<file path="config.mk">
export PLATFORM = sky130hd
export DESIGN_NAME = cars_lane_array
export DESIGN_NICKNAME = d
export VERILOG_FILES = /design/src/rtl/cars_lane_array.sv
export SDC_FILE = /design/constraint.sdc
export NUM_CORES = 1
export LEC_CHECK = 0
export ABC_AREA = 1
export BUFFER_PORTS_ARGS = -buffer_cell sky130_fd_sc_hd__buf_2
export CAP_MARGIN = 30
export CORE_AREA = 5 5 182 96
export DETAILED_ROUTE_END_ITERATION = 10
export DIE_AREA = 0 0 187 101
export REMOVE_ABC_BUFFERS = 1
export SYNTH_ARGS = -nofsm -noshare
export SYNTH_HDL_FRONTEND = slang
export SYNTH_SLANG_ARGS = --single-unit
</file>
<file path="constraint.sdc">
create_clock -name clk -period 3.82 [get_ports clk]
set_clock_uncertainty 0.15 [all_clocks]
set_input_delay 0 -clock clk [delete_from_list [all_inputs] [get_ports clk]]
set_output_delay 0 -clock clk [all_outputs]
set_load 0.005 [all_outputs]
</file>
<file path="src/rtl/cars_lane_array.sv">
// cars_lane_array: multi-lane car generator with per-lane speed/direction,
// manual and LFSR-driven spawning, an entry gap rule and a collision freeze.
module cars_lane_array #(
    parameter int          WIDTH   = 16,
    parameter int          LANES   = 4,
    parameter int          SPEED_W = 4,
    parameter int          MIN_GAP = 2,
    parameter logic [15:0] SEED    = 16'hACE1,
    localparam int unsigned PL_W   = (LANES > 1) ? $clog2(LANES) : 1,
    localparam int unsigned CL_W   = $clog2(WIDTH)
) (
    input  logic                     clk,
    input  logic                     hardReset,
    input  logic                     tick,
    input  logic                     en,
    input  logic                     clear,
    input  logic [LANES-1:0]         dir,
    input  logic [LANES*SPEED_W-1:0] speed,
    input  logic [LANES-1:0]         trigger,
    input  logic                     rand_en,
    input  logic [3:0]               density,
    input  logic [PL_W-1:0]          player_lane,
    input  logic [CL_W-1:0]          player_col,
    output logic [LANES*WIDTH-1:0]   lanes_out,
    output logic                     hit
);

    localparam logic [1:0] ST_STOP   = 2'd0;
    localparam logic [1:0] ST_RUN    = 2'd1;
    localparam logic [1:0] ST_FROZEN = 2'd2;

    logic [1:0]         r_state;
    logic [1:0]         w_state_nxt;
    logic               r_hit;
    logic [15:0]        r_lfsr;
    logic [WIDTH-1:0]   r_lane     [LANES];
    logic [SPEED_W-1:0] r_cnt      [LANES];
    logic [LANES-1:0]   r_pend;
    logic [WIDTH-1:0]   w_lane_nxt [LANES];
    logic [SPEED_W-1:0] w_cnt_nxt  [LANES];
    logic [LANES-1:0]   w_pend_nxt;
    logic               w_collide;
    logic               w_advance;

    // Player/car overlap on the registered road; out-of-range lanes match nothing
    always_comb begin
        w_collide = 1'b0;
        if (r_state == ST_RUN) begin
            for (int i = 0; i < LANES; i++) begin
                for (int c = 0; c < WIDTH; c++) begin
                    if ((player_lane == PL_W'(i)) && (player_col == CL_W'(c)) && r_lane[i][c]) begin
                        w_collide = 1'b1;
                    end
                end
            end
        end
    end

    // A collision takes priority over the step on the same edge
    assign w_advance = (r_state == ST_RUN) && tick && !w_collide;

    // Next-state logic; clear overrides every transition
    always_comb begin
        w_state_nxt = r_state;
        if (clear) begin
            w_state_nxt = ST_STOP;
        end else begin
            case (r_state)
                ST_STOP: begin
                    if (en) w_state_nxt = ST_RUN;
                end
                ST_RUN: begin
                    if (w_collide)  w_state_nxt = ST_FROZEN;
                    else if (!en)   w_state_nxt = ST_STOP;
                end
                ST_FROZEN: begin
                    w_state_nxt = ST_FROZEN;
                end
                default: begin
                    w_state_nxt = ST_STOP;
                end
            endcase
        end
    end

    // State register; hit mirrors the FROZEN state
    always_ff @(posedge clk or negedge hardReset) begin
        if (!hardReset) begin
            r_state <= ST_STOP;
            r_hit   <= 1'b0;
        end else begin
            r_state <= w_state_nxt;
            r_hit   <= (w_state_nxt == ST_FROZEN);
        end
    end

    // Shared Galois LFSR, stepped by every tick whatever the state
    always_ff @(posedge clk or negedge hardReset) begin
        if (!hardReset) begin
            r_lfsr <= SEED;
        end else if (tick) begin
            r_lfsr <= {1'b0, r_lfsr[15:1]} ^ (r_lfsr[0] ? 16'hB400 : 16'h0000);
        end
    end

    // Per-lane divider, shift, spawn decision and pending-trigger bookkeeping
    always_comb begin
        logic [SPEED_W-1:0] v_speed;
        logic [3:0]         v_rnd;
        logic               v_step;
        logic               v_busy;
        logic               v_req;
        logic               v_ins;
        logic [WIDTH-1:0]   v_shift;
        logic [WIDTH-1:0]   v_entry;
        v_speed    = '0;
        v_rnd      = '0;
        v_step     = 1'b0;
        v_busy     = 1'b0;
        v_req      = 1'b0;
        v_ins      = 1'b0;
        v_shift    = '0;
        v_entry    = '0;
        w_pend_nxt = r_pend;
        for (int i = 0; i < LANES; i++) begin
            v_speed = speed[i*SPEED_W +: SPEED_W];
            v_rnd   = r_lfsr[4*(i%4) +: 4];
            // cnt above a freshly lowered speed counts as reached
            v_step  = w_advance && (r_cnt[i] >= v_speed);
            v_busy  = 1'b0;
            for (int g = 0; g < MIN_GAP; g++) begin
                if (dir[i]) v_busy = v_busy | r_lane[i][g];
                else        v_busy = v_busy | r_lane[i][WIDTH-1-g];
            end
            v_req   = r_pend[i] || (rand_en && (v_rnd < density));
            v_ins   = v_step && v_req && !v_busy;
            v_shift = dir[i] ? (r_lane[i] << 1) : (r_lane[i] >> 1);
            v_entry = dir[i] ? WIDTH'(1) : {1'b1, {(WIDTH-1){1'b0}}};

            w_cnt_nxt[i] = r_cnt[i];
            if (w_advance) w_cnt_nxt[i] = v_step ? '0 : SPEED_W'(r_cnt[i] + 1'b1);

            w_lane_nxt[i] = r_lane[i];
            if (v_step) w_lane_nxt[i] = v_shift | (v_ins ? v_entry : '0);

            // an insertion swallows a trigger arriving on the same edge
            w_pend_nxt[i] = v_ins ? 1'b0 : (r_pend[i] | trigger[i]);
        end
    end

    // Road, divider and pending registers; clear wipes them but not the LFSR
    always_ff @(posedge clk or negedge hardReset) begin
        if (!hardReset) begin
            for (int i = 0; i < LANES; i++) begin
                r_lane[i] <= '0;
                r_cnt[i]  <= '0;
            end
            r_pend <= '0;
        end else if (clear) begin
            for (int i = 0; i < LANES; i++) begin
                r_lane[i] <= '0;
                r_cnt[i]  <= '0;
            end
            r_pend <= '0;
        end else begin
            for (int i = 0; i < LANES; i++) begin
                r_lane[i] <= w_lane_nxt[i];
                r_cnt[i]  <= w_cnt_nxt[i];
            end
            r_pend <= w_pend_nxt;
        end
    end

    for (genvar gi = 0; gi < LANES; gi++) begin : g_out
        assign lanes_out[gi*WIDTH +: WIDTH] = r_lane[gi];
    end

    assign hit = r_hit;

endmodule
</file>
* Yosys cells after proc, flatten, opt, wreduce, memory -nomap -nowiden
Index checks and enable logic that the tools add are counted.
** Word-level totals
- Register bits after elaboration :: 103
- Latch bits :: 0
- Bits in read-only memories :: 0
- Logic and storage cells :: 335
- Bits in writable memories :: 0
- Memories kept :: 0
** Operators by class
- Magnitude comparators :: 8
- Multiplexer cells :: 110
- Reductions and logical operators :: 163
- Shift operators :: 0
- Multiply operators :: 0
- Add/sub/neg operators :: 4
- Eq/ne operators :: 21
- Bitwise logic cells :: 17
- Divide/modulo/power cells :: 0
** Operators by type and width (number)
- $mux 16 :: 18
- $logic_and 1x1->1 :: 146
- $mux 1 :: 77
- $mux 64 :: 1
- $or 16x16->16 :: 4
- $mux 4 :: 9
- $eq 4x4->1 const B :: 8
- $add 4x1->4 const B :: 4
- $eq 4x3->1 const B :: 4
- $ge 4x4->1 :: 4
- $lt 4x4->1 :: 4
- $xor 15x16->16 :: 1
- $or 1x1->1 :: 12
- $reduce_bool 2->1 :: 5
- $eq 2x2->1 const B :: 4
- $eq 4x2->1 const B :: 2
- $mux 2 :: 4
- $pmux 2 s3 :: 1
- $logic_not 1->1 :: 5
- $eq 2x1->1 const B :: 2
- $eq 4x1->1 const B :: 1
- $logic_not 2->1 :: 2
- $logic_not 4->1 :: 1
- $logic_or 1x1->1 :: 4

* Logic depth before layout (Yosys ltp)
Gate-level depths: netlist of run 1.
- Word-level depth :: 77
- Mapped depth :: 17

* Least setup slack after synthesis of run 1
Ideal clock, no wire load.
- Path type :: register -> register
- Start point :: reg r_lane, in the netlist lanes_out[48]
- End point :: reg r_lane, in the netlist lanes_out[54]
- Setup time :: 0.130 ns
- Data required time :: 3.540 ns
- Path slack :: 1.790 ns
- Arrival time :: 1.750 ns
- Stages on the path, launching flop included :: 14
- Cell sequence :: dfrtp_1 nand3_1 nor2_1 nor2_1 nand2_1 nor2_1 nand2_1 nor2_1 nand3_2 nor2_8 nand2_4 nand2_1 clkbuf_1 o21ai_0
** Between the ends
- Longest elaborated chain between the ends :: 27
** RTL lines
- start: declaration :: line 36 : logic [WIDTH-1:0] r_lane [LANES];
- start signal: indexed assignment :: line 167 : r_lane[i] <= w_lane_nxt[i];
- $logic_and 1x1->1 :: line 51 : if ((player_lane == PL_W'(i)) && (player_col == CL_W'(c)) && r_lane[i][c]) begin
- $mux 1 (16 in a row) :: line 51
- $mux 1 :: line 48 : if (r_state == ST_RUN) begin
- $logic_not 1->1 :: line 60 : assign w_advance = (r_state == ST_RUN) && tick && !w_collide;
- $logic_and 1x1->1 :: line 60
- $logic_and 1x1->1 :: line 129 : v_step = w_advance && (r_cnt[i] >= v_speed);
- $logic_and 1x1->1 (2 in a row) :: line 136 : v_ins = v_step && v_req && !v_busy;
- $mux 16 :: line 144 : if (v_step) w_lane_nxt[i] = v_shift | (v_ins ? v_entry : '0);
- $or 16x16->16 :: line 144
- $mux 16 :: line 144
- $mux 64 :: line 159 : end else if (clear) begin
Parallel ways exist; a longest one is shown, timed or not. The select of a mux whose other input is x is not followed.
A chain may end at the register's enable or synchronous reset.

* Worst setup path after layout of run 1
- Start point :: reg r_lane, in the netlist lanes_out[37]
- End point :: reg r_pend[1]
** Between the ends
- Longest elaborated chain between the ends :: 36
** RTL lines
- $logic_and 1x1->1 :: line 51
- $mux 1 (27 in a row) :: line 51
- $mux 1 :: line 48
- $logic_not 1->1 :: line 60
- $logic_and 1x1->1 :: line 60
- $logic_and 1x1->1 :: line 129
- $logic_and 1x1->1 (2 in a row) :: line 136
- $mux 1 :: line 147 : w_pend_nxt[i] = v_ins ? 1'b0 : (r_pend[i] | trigger[i]);
- $mux 4 :: line 159
- end signal: assignment :: line 170 : r_pend <= w_pend_nxt;
- end: declaration :: line 38 : logic [LANES-1:0] r_pend;
No other way between the ends.

==> impl_metrics.env, run 1 <==
export IMPL_startpoint_type="register"
export IMPL_endpoint_kind="register"
export IMPL_grt_setup_unrepaired="false"
export IMPL_crit_family="simple AND/OR/NAND/NOR gates"
export IMPL_worstPathRequired_ns=3.90
export IMPL_ys_ff_latch=103
export IMPL_fin_area_mm2=0.00763
export IMPL_grt_pass1_vias=5767
export IMPL_crit_buf_inv=2
export IMPL_synth_area_leaders="dfrtp_1 (37%), nand2_1 (16%), o21ai_0 (9.5%)"
export IMPL_drt_iter0_drc=628
export IMPL_grt_overflow_total=0
export IMPL_ys_flop_type="dfrtp_1"
export IMPL_arrival_ns=3.00
export IMPL_initial_core_util_pct=41.0
export IMPL_chipHeight_um=101
export IMPL_cts_root_buffer="clkbuf_16"
export IMPL_p_leak_nw=3.90
export IMPL_gp_congestion=0.931
export IMPL_synth_largest_area_cell="dfrtp_1"
export IMPL_switching_share_pct=27.4
export IMPL_placedInstanceArea_mm2=0.00718
export IMPL_internal_power_mw=1.84
export IMPL_avgSynthCellArea_um2=6.96
export IMPL_io_buffers=104
export IMPL_grt_max_degree=39
export IMPL_dieArea_mm2=0.0189
export IMPL_vias_per_cell=5.16
export IMPL_critical_path_class="register to register"
export IMPL_synth_cell_types=35
export IMPL_die_w_um=187
export IMPL_cpPeakStageDelay_ns=0.55
export IMPL_synth_edf_count=0
export IMPL_synthTopCellsByCount="nand2_1 (282), o21ai_0 (124), inv_1 (103)"
export IMPL_tns_ns=0
export IMPL_maxCapViolations=0
export IMPL_period_minus_slack_ns=2.92
export IMPL_netlist_area_leader_share_pct=36.6
export IMPL_clk_latency_ns=0.35
export IMPL_status="finished, final reports clean"
export IMPL_setup_violations=0
export IMPL_clkPwrFrac_pct=37.9
export IMPL_p_comb_share_pct=13.7
export IMPL_syn_area_mm2=0.00650
export IMPL_period_share_pct=76.4
export IMPL_hold_class="input port to asynchronous set/reset pin"
export IMPL_cp_max_fo=28
export IMPL_vias=6450
export IMPL_cp_common_cell="nor2_1"
export IMPL_io_pins=105
export IMPL_worstPathCellList="inv_1, nor2_1, nand2_1, o21ai_0, nor2_1, nand3_1, nor2_1, nand3_2, nor2_8, nand3_1, o21ai_0, nor2_1, dlygate4sd3_1"
export IMPL_synth_warnings=0
export IMPL_synth_most_common_cell="nand2_1"
export IMPL_cts_buffers=9
export IMPL_post_dp_hpwl_um=15200
export IMPL_htreeDepth=3
export IMPL_clk_path_buf_depth=2
export IMPL_synth_cells=934
export IMPL_slowest_stage="dlygate4sd3_1"
export IMPL_rows=33
export IMPL_power_switching_mw=0.694
export IMPL_slew_violations=0
export IMPL_syn_to_final_growth_pct=17.3
export IMPL_post_drt_wl_per_cell_um=15.8
export IMPL_ys_seq_area_share_pct=39.8
export IMPL_tritoncts="built"
export IMPL_routed_wl_um=19700
export IMPL_max_freq_mhz=343
export IMPL_ir_worst_vdd_mv=0.202
export IMPL_ys_async_sr_fraction_pct=100
export IMPL_clkSlewWorstSetupHoldPaths_ns=0.08
export IMPL_antenna_left=0
export IMPL_relSlewSlack_pct=54.7
export IMPL_drcViolationCount=0
export IMPL_nets=1107
export IMPL_hold_violations=0
export IMPL_grt_pass1_wl_um=32200
export IMPL_n_antenna_cell=0
export IMPL_coreArea_mm2=0.0159
export IMPL_grt_use_total_pct=21.3
export IMPL_cts_sinks=103
export IMPL_power_density_mw_per_mm2=333
export IMPL_worst_slew_pin_slew_ns=0.679
export IMPL_power_frac_seq_pct=48.4
export IMPL_firstDrtPassIters=5
export IMPL_grt_antenna_before_repair=0
export IMPL_drive_above_1_share_pct=13.8
cell families (layout without fill, tap and decap cells):
kind of cell,count (synthesis),after routing,synth area share [%]
XOR/XNOR,11,11,1.48
flip-flops,103,103,39.8
AO/OA/AOI/OAI,162,162,13.0
AND/OR/NAND/NOR,486,486,31.2
adder cells (fa/ha/maj),32,32,6.16
buffers and inverters,140,246,8.32
worst paths after layout:
path,start,endpoint,slack [ns],depth (start not counted)
worst max-delay path,lanes_out[37],r_pend[1],0.90,13
max in group asynchronous,hardReset,r_lfsr[10],2.63,3
min in group clk,dir[3],lanes_out[63],0.02,4
worst min-delay path,hardReset,r_cnt[1],0.003,2
worst min register to register,r_lfsr[7],r_lfsr[7],0.33,2
worst max register to register,lanes_out[37],r_pend[1],0.90,13
registers in the layout, summed over array words and instances, names as in the netlist:
register and cells:
lanes_out 64, r_pend 4, r_state 2, hit 1, r_cnt 16, r_lfsr 16
power by group through the flow:
stage	clock [mW]	combinational (mW)	sequential (mW)
2_1_floorplan	0	0.205	1.23
3_3_place_gp	0	0.330	1.25
3_5_place_dp	0	0.337	1.25
4_1_cts	0.979	0.348	1.23
5_1_grt	1.02	0.404	1.24
6_report	0.962	0.347	1.23
layout by cell type (no fill, tap or decap), drive strengths merged, types with 2 or more instances in the layout:
cell           n
nand4         15
dfrtp         95
o211ai         6
buf          109
xor2           8
clkbuf        13
xnor2          3
inv          106
a21oi         23
dfstp          8
nand2        286
dlygate4sd3   14
o2111ai        2
nor2         100
o21ai        126
clkinv         2
nand3b         2
nand3         81
ha            32
through the flow:
step / hold slack, ns / total power, mW / cells / setup slack, ns / utilization [%]
6_report: 0.00268 / 2.54 / 1250 / 0.902 / 48.1
5_1_grt: 0.0808 / 2.66 / 1250 / 0.653 / 48.1
4_1_cts: 0.0109 / 2.56 / 1250 / 0.948 / 48.1
3_5_place_dp: -0.138 / 1.59 / 1220 / 1.09 / 45.3
3_3_place_gp: -0.130 / 1.58 / 1220 / 1.09 / 45.3
2_1_floorplan: -0.446 / 1.44 / 901 / 1.67 / -
per-layer routing:
metal  share of wire, %  global-route usage (%)
met3                7.8                    4.19
met2                 37                    27.7
met4               0.68                    3.07
met5                  0                       0
met1                 55                    35.7
cell type report:
class	count	area [um^2]
multi-input cells	691	3370
clock inverters	3	42.5
repair buffers	123	701
clock buffers	13	260
fillers	1659	8230
flip-flops and latches	103	2590
well taps	210	263
inverters	107	402
repair_timing:
action,in CTS,in global routing
hold buffers,14,0
setup buffers,0,0
endpoints found under the hold margin,57,0
gates resized for setup,0,0
No activity file was read; power rests on OpenSTA's default activity.
==> run 2: changes to the inputs <==
--- a/config.mk
+++ b/config.mk
@@ -5,7 +5,7 @@
 export SDC_FILE = /design/constraint.sdc
 export NUM_CORES = 1
 export LEC_CHECK = 0
-export ABC_AREA = 1
+export ABC_AREA = 0
 export BUFFER_PORTS_ARGS = -buffer_cell sky130_fd_sc_hd__buf_2
 export CAP_MARGIN = 30
 export CORE_AREA = 5 5 182 96
==> constraint.sdc (replaced) <==
create_clock -name clk -period 2.7 [get_ports clk]
set_clock_uncertainty 0.15 [all_clocks]
set_input_delay 0 -clock clk [delete_from_list [all_inputs] [get_ports clk]]
set_output_delay 0 -clock clk [all_outputs]
set_load 0.005 [all_outputs]
==> run 2 against run 1 <==
Effect of this change:
- the flow now finishes with violations (negative setup slack)
- clock power grew 47%
- sequential power grew 50%
- combinational power grew 140%
- synthesized cell count shrank 35%
- flip-flop and latch count is the same
- critical endpoint is now lanes_out[40]
- largest power group unchanged
- highest routed layer unchanged
==> impl_metrics.env, run 2 <==
export IMPL_layout_common_cells="buf_2 (103), dfrtp_1 (95), mux2i_1 (68)"
export IMPL_avgSynthCellArea_um2=10.7
export IMPL_p_leak_nw=3.97
export IMPL_synth_largest_area_cell="dfrtp_1"
export IMPL_grt_antenna_before_repair=0
export IMPL_slew_violations=0
export IMPL_drive_above_1_share_pct=36.3
export IMPL_htreeDepth=3
export IMPL_setup_ws_ns=-0.0476
export IMPL_grt_pass1_wl_um=32200
export IMPL_grt_pass1_vias=5569
export IMPL_post_drt_wl_per_cell_um=22.1
export IMPL_dieArea_mm2=0.0189
export IMPL_period_minus_slack_ns=2.75
export IMPL_ys_seq_area_share_pct=39.8
export IMPL_period_share_pct=102
export IMPL_r2r_slack_ns=-0.05
export IMPL_hold_violations=0
export IMPL_hold_class="input port to register"
export IMPL_setup_violations=30
export IMPL_clk_latency_ns=0.35
export IMPL_vias=5757
export IMPL_relSlewSlack_pct=50.9
export IMPL_startpoint_type="register"
export IMPL_synthTopCellsByCount="dfrtp_1 (95), mux2i_1 (69), o2bb2ai_1 (65)"
export IMPL_tritoncts="built"
export IMPL_slowest_stage="o41ai_4"
export IMPL_synth_warnings=0
export IMPL_synth_edf_count=0
export IMPL_vias_per_cell=5.95
export IMPL_post_dp_hpwl_um=15100
export IMPL_drcViolationCount=0
export IMPL_synth_cells=607
export IMPL_n_antenna_cell=0
export IMPL_crit_family="compound AO/OA/AOI/OAI gates"
export IMPL_hp_start="dir[1]"
export IMPL_clk_path_buf_depth=2
export IMPL_worst_slew_pin_slew_ns=0.735
export IMPL_synth_cell_types=70
export IMPL_cp_max_fo=8
export IMPL_arrival_ns=2.87
export IMPL_largest_reg_flops=64
export IMPL_whs_ns=0.0763
export IMPL_worstRegToRegCells=8
export IMPL_status="complete, but fails checks"
export IMPL_final_common_cell="buf_2"
export IMPL_ys_ff_latch=103
export IMPL_violations="negative setup slack"
export IMPL_ys_async_sr_fraction_pct=100
export IMPL_worstHoldPathCells=3
export IMPL_power_density_mw_per_mm2=482
export IMPL_r2r_end="lanes_out[40]"
export IMPL_gp_congestion=0.946
export IMPL_ys_flop_type="dfrtp_1"
export IMPL_power_mw=4.07
export IMPL_antenna_left=0
export IMPL_worstPathRequired_ns=2.82
export IMPL_syn_area_mm2=0.00649
export IMPL_firstDrtPassIters=5
export IMPL_synth_most_common_cell="dfrtp_1"
export IMPL_tns_ns=-0.682
export IMPL_grt_setup_unrepaired="true"
export IMPL_coreArea_mm2=0.0159
export IMPL_drt_iter0_drc=469
export IMPL_fin_area_mm2=0.00844
export IMPL_cts_sinks=103
export IMPL_io_pins=105
export IMPL_cpPeakStageDelay_ns=0.48
export IMPL_cp_common_cell="buf_6"
export IMPL_maxCapViolations=0
export IMPL_chipHeight_um=101
export IMPL_crit_buf_inv=2
export IMPL_endpoint_kind="register"
export IMPL_critical_path_class="register to register"
export IMPL_grt_use_total_pct=21.4
export IMPL_grt_max_degree=54
export IMPL_timing_rr_start="lanes_out[5]"
export IMPL_fillers=1414
export IMPL_clkSlewWorstSetupHoldPaths_ns=0.08
export IMPL_rows=33
export IMPL_placedInstanceArea_mm2=0.00754
export IMPL_worstPathCellList="a32o_1, a221o_1, o41ai_4, and4_4, buf_6, buf_6, nand4_4, o2bb2ai_1"
export IMPL_syn_to_final_growth_pct=30.0
export IMPL_cts_buffers=9
export IMPL_io_buffers=104
export IMPL_synth_area_leaders="dfrtp_1 (37%), mux2i_1 (11%), o2bb2ai_1 (8.8%)"
export IMPL_hold_path_end="lanes_out[31]"
export IMPL_nets=824
export IMPL_die_w_um=187
export IMPL_initial_core_util_pct=41.0
export IMPL_routed_wl_um=21400
export IMPL_final_core_util_pct=53.3
export IMPL_ir_worst_vdd_mv=0.281
export IMPL_grt_overflow_total=0
export IMPL_cts_root_buffer="clkbuf_16"
export IMPL_max_freq_mhz=364
export IMPL_netlist_area_leader_share_pct=36.6
[run 2: cell count changes in the layout (fill, tap and decap cells not counted), moves of 35 or more]
cell       before  now
nand3_1        80   23
buf_4           6   49
inv_1         103   23
nor2_1         96   15
o2bb2ai_2       0   35
mux2i_1         0   68
nand2_1       282   13
o21ai_0       124   11
[run 2: tightest hold or removal path: cells and delay by family]
kind | cells | cell delay, ns
AO/OA/AOI/OAI | 1 | 0.07
multiplexers | 1 | 0.21
buffers and inverters | 1 | 0.26
[run 2: how the worst max path moves through the flow]
stage,startpoint,to,slack [ns],cells after the start
after floorplan,lanes_out[63],lanes_out[32],-0.05,7
after global placement,lanes_out[63],r_pend[2],0.001,8
after detailed placement,player_col[1],lanes_out[11],-0.07,9
after CTS,lanes_out[63],lanes_out[11],0.01,10
after global routing,lanes_out[5],lanes_out[40],-0.04,8
final,lanes_out[5],lanes_out[40],-0.05,8
[run 2: cells by family (layout without fill, tap and decap cells)]
logic type                 Yosys count  count (layout)  share of synthesized area [%]
DFF                                103             103                           39.8
buffers and inverters               68             215                           4.58
muxes                               87              87                           13.8
AOI/OAI and AO/OA                  168             168                           20.9
and+or+nand+nor                    146             149                           14.4
adders and majority gates           32              32                           6.16
xor gates and xnor gates             3               3                          0.405
[run 2: per-layer routing]
metal | part of all wire, % | global-route usage (%) | vias up
met5 | 0 | 0 | -
met4 | 0.56 | 3.29 | 0
met3 | 7.1 | 4.74 | 11
met2 | 41 | 29.7 | 213
met1 | 51 | 33.9 | 2881
li1 | - | - | 2652
[run 2: stage by stage]
stage	std cells	setup WS (ns)
finish	967	-0.0476
global placement	932	0.00129
global route	967	-0.0391
floorplan	562	-0.0499
detailed placement	932	-0.0713
CTS	957	0.0106
[run 2: cell type report]
cell class                 instances  area, um^2  share of cell area, %
sequential                       103        2590                   30.6
timing repair buffer             176        1220                   14.5
clock inverter                     5        61.3                  0.726
clock buffer                      11         253                   2.99
tap                              210         263                   3.11
multi-input combinational        439        3970                   47.0
inverter                          23        86.3                   1.02
[run 2: what timing repair did]
| action | 4_1_cts | 5_1_grt |
|---|---|---|
| hold buffers | 7 | 0 |
| setup endpoints to repair | 51 | 83 |
| setup buffers | 2 | 6 |
| hold endpoints to repair | 56 | 0 |
| pin swaps | 1 | 36 |
| cloned | 0 | 4 |
| resized for setup | 3 | 60 |
[run 2: power breakdown]
group | total, mW | switching [mW] | internal, mW | leakage (nW)
clock network | 1.41 | 0.632 | 0.780 | 0.157
logic | 0.817 | 0.418 | 0.399 | 2.43
registers | 1.84 | 0.123 | 1.72 | 1.38
total | 4.07 | 1.17 | 2.90 | 3.97
